[config.mk]
export PLATFORM = sky130hd
export DESIGN_NAME = fir_seq_mc
export DESIGN_NICKNAME = d
export VERILOG_FILES = /design/src/rtl/fir_seq_mc.sv
export SDC_FILE = /design/constraint.sdc
export NUM_CORES = 1
export LEC_CHECK = 0
export ABC_AREA = 0
export BUFFER_PORTS_ARGS = -buffer_cell sky130_fd_sc_hd__clkbuf_2
export CORE_ASPECT_RATIO = 0.8
export CORE_MARGIN = 2
export CORE_UTILIZATION = 61
export DETAILED_ROUTE_END_ITERATION = 6
export MAX_ROUTING_LAYER = met4
export PLACE_DENSITY = 0.88
export SYNTH_ARGS = -nofsm -noshare
export SYNTH_HDL_FRONTEND = slang
export SYNTH_SLANG_ARGS = --single-unit
[constraint.sdc]
create_clock -name clk -period 10.9 [get_ports clk]
set_input_delay 1.635 -clock clk [delete_from_list [all_inputs] [get_ports clk]]
set_output_delay 1.635 -clock clk [all_outputs]
set_load 0.005 [all_outputs]
[src/rtl/fir_seq_mc.sv]
// fir_seq_mc: multi-channel, time-multiplexed FIR filter.
//
// One multiplier-accumulator is shared by all channels and processes one
// tap per clock. Each channel owns an N-deep delay line, all channels share
// one coefficient set that is captured when a sample is accepted, and results
// are rounded (half-up) and saturated, with a flag when clipping occurred.
//
// Ports:
//   clk           rising-edge clock
//   rst_n         asynchronous active-low reset
//   packed_coeffs N signed coefficients, c_k at [k*COEFF_WIDTH +: COEFF_WIDTH]
//   flush         synchronous clear of all delay lines, aborts any computation
//   in_valid      sample offered
//   in_ready      block can accept a sample
//   in_channel    channel of the offered sample
//   x             signed input sample
//   out_valid     one-cycle result strobe
//   out_channel   channel of the result
//   y             signed rounded/saturated result
//   out_sat       y was clipped
module fir_seq_mc #(
    parameter int N            = 4,
    parameter int CHANNELS     = 1,
    parameter int INPUT_WIDTH  = 12,
    parameter int COEFF_WIDTH  = 8,
    parameter int OUTPUT_WIDTH = 16,
    parameter int FRAC_BITS    = 0,
    localparam int CH_W        = (CHANNELS > 1) ? $clog2(CHANNELS) : 1,
    localparam int ACC_W       = INPUT_WIDTH + COEFF_WIDTH + $clog2(N)
) (
    input  logic                           clk,
    input  logic                           rst_n,
    input  logic [N*COEFF_WIDTH-1:0]       packed_coeffs,
    input  logic                           flush,
    input  logic                           in_valid,
    output logic                           in_ready,
    input  logic [CH_W-1:0]                in_channel,
    input  logic signed [INPUT_WIDTH-1:0]  x,
    output logic                           out_valid,
    output logic [CH_W-1:0]                out_channel,
    output logic signed [OUTPUT_WIDTH-1:0] y,
    output logic                           out_sat
);

    localparam int CNT_W  = $clog2(N);
    localparam int PROD_W = INPUT_WIDTH + COEFF_WIDTH;
    // Working width for rounding and clamping: wide enough for the rounding
    // carry and for comparison against the output range, plus a sign bit.
    localparam int SW     = ((ACC_W + 1 > OUTPUT_WIDTH) ? ACC_W + 1 : OUTPUT_WIDTH) + 1;
    localparam int RND_SH = (FRAC_BITS > 0) ? FRAC_BITS - 1 : 0;
    localparam logic signed [SW-1:0] RND     = (FRAC_BITS > 0) ? (SW'(1) <<< RND_SH) : '0;
    localparam logic signed [SW-1:0] SAT_MAX = {{(SW-OUTPUT_WIDTH+1){1'b0}}, {(OUTPUT_WIDTH-1){1'b1}}};
    localparam logic signed [SW-1:0] SAT_MIN = {{(SW-OUTPUT_WIDTH+1){1'b1}}, {(OUTPUT_WIDTH-1){1'b0}}};

    typedef enum logic {IDLE, MAC} state_e;

    state_e                           state_q, state_d;
    logic signed [INPUT_WIDTH-1:0]    delayLine_q [CHANNELS][N];
    logic [N*COEFF_WIDTH-1:0]         coeffReg_q;
    logic [CH_W-1:0]                  chan_q;
    logic [CNT_W-1:0]                 tapCnt_q;
    logic signed [ACC_W-1:0]          acc_q, acc_d;
    logic                             outValid_q;
    logic                             outSat_q;
    logic [CH_W-1:0]                  outChannel_q;
    logic signed [OUTPUT_WIDTH-1:0]   y_q;

    logic                             handshake;
    logic                             chanOk;
    logic                             lastTap;
    logic signed [INPUT_WIDTH-1:0]    tapSel;
    logic signed [COEFF_WIDTH-1:0]    coefSel;
    logic signed [PROD_W-1:0]         prod;
    logic signed [SW-1:0]             rounded;
    logic                             satHi, satLo;
    logic signed [OUTPUT_WIDTH-1:0]   y_d;

    assign handshake = in_valid && in_ready;
    // Out-of-range channels still complete the handshake but are dropped.
    assign chanOk    = ({1'b0, in_channel} < (CH_W+1)'(CHANNELS));
    assign lastTap   = (state_q == MAC) && (tapCnt_q == CNT_W'(N - 1));

    // State register.
    always_ff @(posedge clk or negedge rst_n) begin
        if (!rst_n) begin
            state_q <= IDLE;
        end else begin
            state_q <= state_d;
        end
    end

    // Next-state logic; flush overrides everything.
    always_comb begin
        state_d = state_q;
        if (flush) begin
            state_d = IDLE;
        end else begin
            case (state_q)
                IDLE:    if (handshake && chanOk) state_d = MAC;
                MAC:     if (lastTap)             state_d = IDLE;
                default: state_d = IDLE;
            endcase
        end
    end

    // FSM outputs.
    always_comb begin
        in_ready = (state_q == IDLE) && !flush;
    end

    // Select the current tap of the active channel and its coefficient.
    always_comb begin
        tapSel  = '0;
        coefSel = '0;
        for (int c = 0; c < CHANNELS; c++) begin
            for (int k = 0; k < N; k++) begin
                if (chan_q == CH_W'(c) && tapCnt_q == CNT_W'(k)) begin
                    tapSel = delayLine_q[c][k];
                end
            end
        end
        for (int k = 0; k < N; k++) begin
            if (tapCnt_q == CNT_W'(k)) begin
                coefSel = coeffReg_q[k*COEFF_WIDTH +: COEFF_WIDTH];
            end
        end
    end

    // Accumulate, then round half-up and clamp the final sum.
    always_comb begin
        prod    = coefSel * tapSel;
        acc_d   = acc_q + {{(ACC_W-PROD_W){prod[PROD_W-1]}}, prod};
        rounded = ($signed({{(SW-ACC_W){acc_d[ACC_W-1]}}, acc_d}) + RND) >>> FRAC_BITS;
        satHi   = rounded > SAT_MAX;
        satLo   = rounded < SAT_MIN;
        if (satHi) begin
            y_d = SAT_MAX[OUTPUT_WIDTH-1:0];
        end else if (satLo) begin
            y_d = SAT_MIN[OUTPUT_WIDTH-1:0];
        end else begin
            y_d = rounded[OUTPUT_WIDTH-1:0];
        end
    end

    // Datapath: delay lines, captured coefficients, MAC and result registers.
    always_ff @(posedge clk or negedge rst_n) begin
        if (!rst_n) begin
            for (int c = 0; c < CHANNELS; c++) begin
                for (int k = 0; k < N; k++) begin
                    delayLine_q[c][k] <= '0;
                end
            end
            coeffReg_q   <= '0;
            chan_q       <= '0;
            tapCnt_q     <= '0;
            acc_q        <= '0;
            outValid_q   <= 1'b0;
            outSat_q     <= 1'b0;
            outChannel_q <= '0;
            y_q          <= '0;
        end else begin
            outValid_q <= 1'b0;
            if (flush) begin
                for (int c = 0; c < CHANNELS; c++) begin
                    for (int k = 0; k < N; k++) begin
                        delayLine_q[c][k] <= '0;
                    end
                end
                acc_q    <= '0;
                tapCnt_q <= '0;
            end else if (handshake && chanOk) begin
                for (int c = 0; c < CHANNELS; c++) begin
                    if (in_channel == CH_W'(c)) begin
                        delayLine_q[c][0] <= x;
                        for (int k = 1; k < N; k++) begin
                            delayLine_q[c][k] <= delayLine_q[c][k-1];
                        end
                    end
                end
                coeffReg_q <= packed_coeffs;
                chan_q     <= in_channel;
                acc_q      <= '0;
                tapCnt_q   <= '0;
            end else if (state_q == MAC) begin
                acc_q    <= acc_d;
                tapCnt_q <= tapCnt_q + 1'b1;
                if (lastTap) begin
                    outValid_q   <= 1'b1;
                    outSat_q     <= satHi || satLo;
                    outChannel_q <= chan_q;
                    y_q          <= y_d;
                end
            end
        end
    end

    assign out_valid   = outValid_q;
    assign out_channel = outChannel_q;
    assign y           = y_q;
    assign out_sat     = outSat_q;

endmodule

== Yosys cells after proc, flatten, opt, wreduce, memory -nomap -nowiden ==
Cells that the tools add are included.
Storage, ports and cells
  output and inout port bits: 20
  bits in registers: 125
  input bits: 49
Operators by class
  multiplexer cells: 27
  equal/unequal tests: 4
  reductions and logical operators: 16
  add/sub/neg operators: 2
  bitwise logic cells: 4
  $lt $le $gt $ge: 3
  multipliers: 1
Operator list (number)
  48-bit 2-to-1 mux: 3
  22-bit 2-to-1 mux: 3
  12-bit 2-to-1 mux: 4
  16-bit 2-to-1 mux: 2
  8-bit 2-to-1 mux: 4
  22-bit adder: 1
  22-bit by 16-bit greater-than comparator with 1-bit output, second input constant: 1
  22-bit by 16-bit < comparator with 1-bit output, second input constant: 1
  8-bit by 12-bit multiplier with 20-bit output: 1
  1-bit logical AND: 8
  1-bit 2-to-1 mux: 7
  2-bit 2-to-1 mux: 3
  2-bit == test, second input constant: 2
  1-bit inverter: 4
  2-bit AND reduction: 2
  4-bit AND reduction: 1
  3-bit nonzero test: 1
  2-bit by 1-bit adder with 2-bit output, second input constant: 1
  2-bit by 1-bit == test with 1-bit output, second input constant: 1
  2-bit logical NOT: 1
  2-bit != test, second input constant: 1
  1-bit case mux with 2 select lines: 1
  2-bit nonzero test: 1
  1-bit logical NOT: 1
  other kinds (2): 2

== Depth between registers and ports, before layout ==
Gate-level depths: netlist of run 1.
  word-level depth: 11
  gate-level depth with buffers: 43
  mapped depth without buffers: 39

== Worst setup path before layout of run 1 ==
Ideal clock, no wire load.
  kind: register to register
  from: reg tapCnt_q[1]
  to: reg y_q[10], in the netlist y[10]
  data arrival time: 8.471 ns
  cell stages (with the launch flop): 38
  slack: 2.300 ns
  period minus slack after synthesis: 8.600 ns
  path through: dfrtp_1 > inv_1 > ha_1 > clkbuf_1 > clkbuf_1 > nor2_1 > a21oi_1 > nor2_1 > a21oi_1 > nor2_1 > a21oi_1 > clkbuf_1 > nand2b_1 > fa_1 > fa_1 > inv_1 > fa_1 > inv_1 > (+2 left out) > ha_1 > a21oi_1 > o21bai_1 > a21oi_1 > nor2b_1 > o21a_1 > o31a_1 > o41ai_2 > or4b_2 > o211ai_1 > ha_1 > a21o_1 > a221oi_1 > xnor2_1 > or4_4 > o21ai_4 > buf_6 > o22ai_1
On the way
  cells in the longest elaborated chain, start to end: 11
  elaborated cells on any way between the ends: 24
  classes of those cells: 1 x add/sub; 1 x mul; 2 x order compare; 3 x eq/ne; 10 x mux; 7 x reduce/logical
Ends and longest elaborated chain
  start, declared: line 61  | logic [CNT_W-1:0] tapCnt_q;
  start signal, assigned: line 186  | tapCnt_q <= tapCnt_q + 1'b1;
  2-bit logical NOT: line 117, 123
  1-bit logical AND: line 117  | if (chan_q == CH_W'(c) && tapCnt_q == CNT_W'(k)) begin
  12-bit 2-to-1 mux (4 in a row): line 117
  8-bit by 12-bit multiplier with 20-bit output: line 131  | prod = coefSel * tapSel;
  22-bit adder: line 132  | acc_d = acc_q + {{(ACC_W-PROD_W){prod[PROD_W-1]}}, prod};
  22-bit by 16-bit < comparator with 1-bit output: line 135  | satLo = rounded < SAT_MIN;
  16-bit 2-to-1 mux: line 138  | end else if (satLo) begin
  16-bit 2-to-1 mux: line 136  | if (satHi) begin
  end signal, assigned: line 191  | y_q <= y_d;
  end, declared: line 66  | logic signed [OUTPUT_WIDTH-1:0] y_q;
Parallel ways exist; a longest one is shown, timed or not.
A chain may end at the register's enable or synchronous reset.

== Final worst setup path of run 1 ==
  from: reg tapCnt_q[0]
  to: reg y_q[13], in the netlist y[13]
The elaborated chain is that of the path after synthesis.

==> flow_metrics.env, run 1 <==
export IMPL_outcome="complete, no violations"
export IMPL_initial_utilization_pct=62.3
export IMPL_cp_required_ns=11.15
export IMPL_drtAntennaViolNets=0
export IMPL_num_rows=42
export IMPL_grt_pass1_wl_um=41100
export IMPL_critPathTopFamily="compound AO/OA/AOI/OAI gates"
export IMPL_timing_max_cap_violations=0
export IMPL_cts_hold_buf=0
export IMPL_dieArea_sq_um=17900
export IMPL_synth_top_family_by_area="adder cells"
export IMPL_r2r_setup_slack_ns=0.99
export IMPL_cp_startpoint="tapCnt_q[0]"
export IMPL_p_total_mw=2.46
export IMPL_syn_area_per_cell_sq_um=8.76
export IMPL_cts_tree="done"
export IMPL_power_frac_clock_pct=26.8
export IMPL_ys_top_cells_by_count="nor2_1, inv_1, dfrtp_1"
export IMPL_rsz0062_at_grt="no"
export IMPL_synth_main_ff_cell="dfrtp_1"
export IMPL_yosys_area_share_simple_pct=17.9
export IMPL_cp_max_fo=20
export IMPL_setup_ws_ns=0.987
export IMPL_core_area_sq_um=16500
export IMPL_overflow=0
export IMPL_synth_fa_ha_area_share_pct=23.3
export IMPL_final_setup_viol_count=0
export IMPL_antenna_cells=0
export IMPL_timing_rr_start="tapCnt_q[0]"
export IMPL_worst_pin_slew_ns=1.22
export IMPL_cp_buffers_inverters=4
export IMPL_yosys_warnings=0
export IMPL_internal_power_mw=1.44
export IMPL_gp_congestion=0.942
export IMPL_tns_ns=0
export IMPL_clk_pin_slew_ns=0.06
export IMPL_hold_depth=2
export IMPL_yosysTopAreaCellShare_pct=30.4
export IMPL_dr_first_iter_drc_count=752
export IMPL_die_h_um=120
export IMPL_swShare_pct=41.5
export IMPL_peakVddDrop_uv=270
export IMPL_post_route_period_util_pct=90.9
export IMPL_async_reset_ff_share_pct=100
export IMPL_dp_slack_ns=1.22
export IMPL_slew_headroom_pct=17.4
export IMPL_ctsResizeCount=0
export IMPL_switchingPower_mw=1.02
export IMPL_min_from="out_channel"
export IMPL_first_global_vias=8369
export IMPL_routed_via_density=5.78
export IMPL_p_seq_share_pct=23.6
export IMPL_worst_setup_path_type="register to register"
export IMPL_slew_violations=0
export IMPL_vias=8311
export IMPL_cts_buffers=17
export IMPL_cts_sinks=125
export IMPL_cp_slowest_cell="a41oi_1"
export IMPL_synth_seq_cells=125
export IMPL_dpl_hpwl_um=16700
export IMPL_dieWidth_um=149
export IMPL_ios=69
export IMPL_drive_gt1_share_pct=14.0
export IMPL_clockBufferDepth=2
export IMPL_dpl_cell_count=1406
export IMPL_fin_cells=1438
export IMPL_antenna_found_initial=0
export IMPL_cpMostUsedCell="a21oi_1"
export IMPL_wirelength_um=23800
export IMPL_synth_seq_area_share_pct=30.4
export IMPL_end_kind="register"
export IMPL_nNetsFinal=1397
export IMPL_synthXorXnorAreaFrac_pct=2.97
export IMPL_max_freq_ghz=0.101
export IMPL_root_buffer="clkbuf_16"
export IMPL_wl_per_cell_um=16.5
export IMPL_yosys_mux_area_fraction_pct=3.81
export IMPL_grt_use_total_pct=29.9
export IMPL_port_buffers=68
export IMPL_reg2reg_to="y[13]"
export IMPL_min_to="out_channel"
export IMPL_area_growth_pct=10.7
export IMPL_syn_num_nets=1365
export IMPL_cp_start_kind="register"
export IMPL_first_pass_iters=5
export IMPL_ff2ff_path_depth=33
export IMPL_postCtsSetupBuffers=0
export IMPL_hold_viol=0
export IMPL_cp_arrival_ns=10.16
export IMPL_synthCells=1173
export IMPL_slowest_delay_ns=0.96
export IMPL_period_needed_ns=9.91
export IMPL_power_static_leakage_nw=5.45
export IMPL_synth_area_leaders="dfrtp_1, fa_1, ha_1, nor2_1, inv_1"
export IMPL_finalClockSkew_ns=0.0107
export IMPL_h_tree_depth=4
export IMPL_combPwrFrac_pct=49.6
export IMPL_synth_most_common_cell="nor2_1"
export IMPL_hold_path_class="register to register"
export IMPL_synth_compound_area_share_pct=14.6
export IMPL_grt_max_degree=98
export IMPL_clock_latency_ns=0.43
export IMPL_synth_largest_area_cell="dfrtp_1"
export IMPL_synth_edff_count=0
export IMPL_syn_area_sq_um=10300
export IMPL_drc=0
export IMPL_yosysUniqueCellTypes=54
export IMPL_fillers=1214
export IMPL_powerDensity_nw_per_um2=216
-- flip-flops by register name, summed over array words and instances, names as in the netlist --
signal	cells
acc_q	22
chan_q	1
coeffReg_q	32
delayLine_q	48
out_channel	1
out_sat	1
out_valid	1
state_q	1
tapCnt_q	2
y	16
-- worst max path at each step --
stage,slack (ns),endpoint,depth (start not counted)
6_report,0.99,y[13],33
5_1_grt,0.29,y[12],30
4_1_cts,1.11,y[6],30
3_5_place_dp,1.22,y[4],33
3_3_place_gp,1.47,y[14],33
2_1_floorplan,2.30,y[10],37
-- cells in the final DEF (no fill, tap or decap), types with 7 or more instances in the layout --
master     instances
o21ai_0           91
nand2b_1          71
or2_2             22
nand2_1          100
clkbuf_2          67
xnor2_1           25
a22o_1            18
nor2_1           161
o22ai_1           14
nor3_1             9
dfrtp_1          125
buf_4              7
nor2b_1           12
nand3_1            9
mux2_2            33
o21a_1             9
xor2_1             8
inv_1            128
clkbuf_16         17
a21oi_1           72
fa_1              80
ha_1              63
-- tightest hold or removal path: stages (launching register included) --
cell	delay, ns
dfrtp_1	0.34
nand2_1	0.05
nand2_1	0.06
-- layout make-up --
type	count	area, sq um	area share (%)
inverters	128	480	4.22
clock inverters	13	235	2.07
clock buffers	19	443	3.89
repair buffers	74	388	3.41
multi-input cells	859	6430	56.5
flip-flops and latches	125	3130	27.5
well taps	220	275	2.42
-- per-stage QoR --
step / utilization [%] / hold WS [ns] / area [sq um]
2_1_floorplan: - / 0.456 / 10300
3_3_place_gp: 64.8 / 0.472 / 10700
3_5_place_dp: 64.8 / 0.469 / 10700
4_1_cts: 68.9 / 0.484 / 11400
5_1_grt: 68.9 / 0.504 / 11400
6_report: 68.9 / 0.480 / 11400
-- routing by layer --
metal	vias to the layer above	GRT usage (%)	wire [um]
met5	-	-	0
met4	0	8.93	488
met3	41	4.56	1490
met2	320	45.8	11000
met1	4057	41.8	10800
li1	3893	-	-
-- power by group through the flow --
stage                     registers (mW)  clock network (mW)  logic, mW
after detailed placement           0.581                   0       1.18
after floorplan                    0.569                   0      0.908
final                              0.579               0.658       1.22
after CTS                          0.577               0.663       1.20
after global routing               0.586               0.681       1.36
after global placement             0.581                   0       1.14
-- cell families (layout without fill, tap and decap cells) --
kind of cell / Yosys count / in the layout
simple gates: 400 / 400
buf+inv: 189 / 234
fa+ha+maj: 143 / 143
mux: 35 / 35
xor+xnor: 34 / 34
compound gates: 247 / 247
flops: 125 / 125
Note: power is estimated with default switching activity, not from simulation.
==> inputs of run 2 (changes only) <==
Settings changed: SLEW_MARGIN set to 20.
Clock period 10.9 ns to 11.7 ns, I/O delays scaled along.
==> flow_metrics.env, run 2 (synthesis gave the netlist of run 1 again) <==
export IMPL_power_static_leakage_nw=5.44
export IMPL_dieWidth_um=149
export IMPL_grt_use_total_pct=29.1
export IMPL_slowest_delay_ns=0.89
export IMPL_cts_hold_buf=0
export IMPL_fillers=1232
export IMPL_dr_first_iter_drc_count=744
export IMPL_ios=69
export IMPL_drtAntennaViolNets=0
export IMPL_cts_sinks=125
export IMPL_end_kind="register"
export IMPL_first_global_vias=8408
export IMPL_root_buffer="clkbuf_16"
export IMPL_post_route_period_util_pct=85.1
export IMPL_largest_register="delayLine_q"
export IMPL_slew_violations=0
export IMPL_timing_max_cap_violations=0
export IMPL_tns_ns=0
export IMPL_antenna_cells=0
export IMPL_postCtsSetupBuffers=0
export IMPL_wirelength_um=23300
export IMPL_cp_max_fo=29
export IMPL_final_setup_viol_count=0
export IMPL_vias=8237
export IMPL_layout_common_cells="nor2_1, inv_1, dfrtp_1"
export IMPL_slew_headroom_pct=21.3
export IMPL_drive_gt1_share_pct=14.2
export IMPL_core_area_sq_um=16500
export IMPL_top_layer="met4"
export IMPL_met1_length_um=10700
export IMPL_powerDensity_nw_per_um2=197
export IMPL_fin_area_sq_um=11400
export IMPL_num_rows=42
export IMPL_gp_congestion=0.931
export IMPL_period_needed_ns=9.96
export IMPL_cp_slowest_cell="a21oi_1"
export IMPL_critPathTopFamily="compound AO/OA/AOI/OAI gates"
export IMPL_grt_max_degree=109
export IMPL_initial_utilization_pct=62.3
export IMPL_nNetsFinal=1398
export IMPL_area_growth_pct=10.6
export IMPL_cpMostUsedCell="a21oi_1"
export IMPL_ctsResizeCount=0
export IMPL_cp_required_ns=11.97
export IMPL_dieArea_sq_um=17900
export IMPL_clk_pin_slew_ns=0.06
export IMPL_rsz0062_at_grt="no"
export IMPL_hold_depth=2
export IMPL_grt_pass1_wl_um=40400
export IMPL_clock_latency_ns=0.42
export IMPL_largestRegisters="delayLine_q x48, coeffReg_q x32, acc_q x22"
export IMPL_ff2ff_path_depth=33
export IMPL_antenna_found_initial=0
export IMPL_dr_wl_met2_um=10700
export IMPL_finalClockSkew_ns=0.00985
export IMPL_hold_viol=0
export IMPL_worst_setup_path_type="register to register"
export IMPL_h_tree_depth=4
export IMPL_dpl_hpwl_um=17000
export IMPL_cp_arrival_ns=10.23
export IMPL_final_util_pct=68.9
export IMPL_cp_start_kind="register"
export IMPL_clockBufferDepth=2
export IMPL_layout_commonest_cell="nor2_1"
export IMPL_largest_reg_flops=48
export IMPL_cts_tree="done"
export IMPL_wl_met3_um=1520
export IMPL_port_buffers=68
export IMPL_max_freq_ghz=0.100
export IMPL_peakVddDrop_uv=285
export IMPL_die_h_um=120
export IMPL_worst_pin_slew_ns=1.18
export IMPL_place_area_sq_um=10700
export IMPL_first_pass_iters=7
export IMPL_cts_buffers=17
export IMPL_hold_path_class="register to register"
export IMPL_drc=0
export IMPL_cp_buffers_inverters=4
export IMPL_outcome="complete, no violations"
export IMPL_overflow=0
export IMPL_wl_per_cell_um=16.2
export IMPL_cp_num_cells=33
export IMPL_routed_via_density=5.72
## run 2: final timing paths
check,endpoint,slack [ns],startpoint
max,y[13],1.74,tapCnt_q[1]
min,out_channel,0.50,out_channel
max reg2reg,y[13],1.74,tapCnt_q[1]
min reg2reg,out_channel,0.50,out_channel
max in group asynchronous,acc_q[19],8.93,rst_n
min in group asynchronous,coeffReg_q[0],1.38,rst_n
## run 2: cell type report
type | instances | area (sq um) | area share (%)
Timing Repair Buffer | 75 | 395 | 3.48
Clock inverter | 13 | 189 | 1.66
Multi-Input combinational cell | 859 | 6440 | 56.7
Clock buffer | 19 | 453 | 3.99
Tap cell | 220 | 275 | 2.42
Sequential cell | 125 | 3130 | 27.5
Inverter | 128 | 480 | 4.23
## run 2: stage by stage
step	setup slack, ns	total power [mW]	instances	hold WS [ns]
finish	1.74	2.24	1439	0.499
global route	1.18	2.41	1439	0.525
CTS	1.68	2.21	1439	0.506
detailed placement	1.74	1.64	1407	0.492
global placement	2.08	1.60	1407	0.472
floorplan	3.10	1.38	1173	0.456
## run 2: per-layer routing
layer	global-route usage (%)	up-vias
li1	-	3903
met1	40.9	3981
met2	43.6	310
met3	5.17	43
met4	8.99	0
met5	-	-
## run 2: power by group
group / internal, mW / switching (mW)
clock network: 0.368 / 0.196
registers: 0.494 / 0.0465
logic: 0.441 / 0.689
## run 2: worst min-delay path: stages (launching register included)
cell and delay [ns]:
dfrtp_1 0.35, nand2_1 0.05, nand2_1 0.06
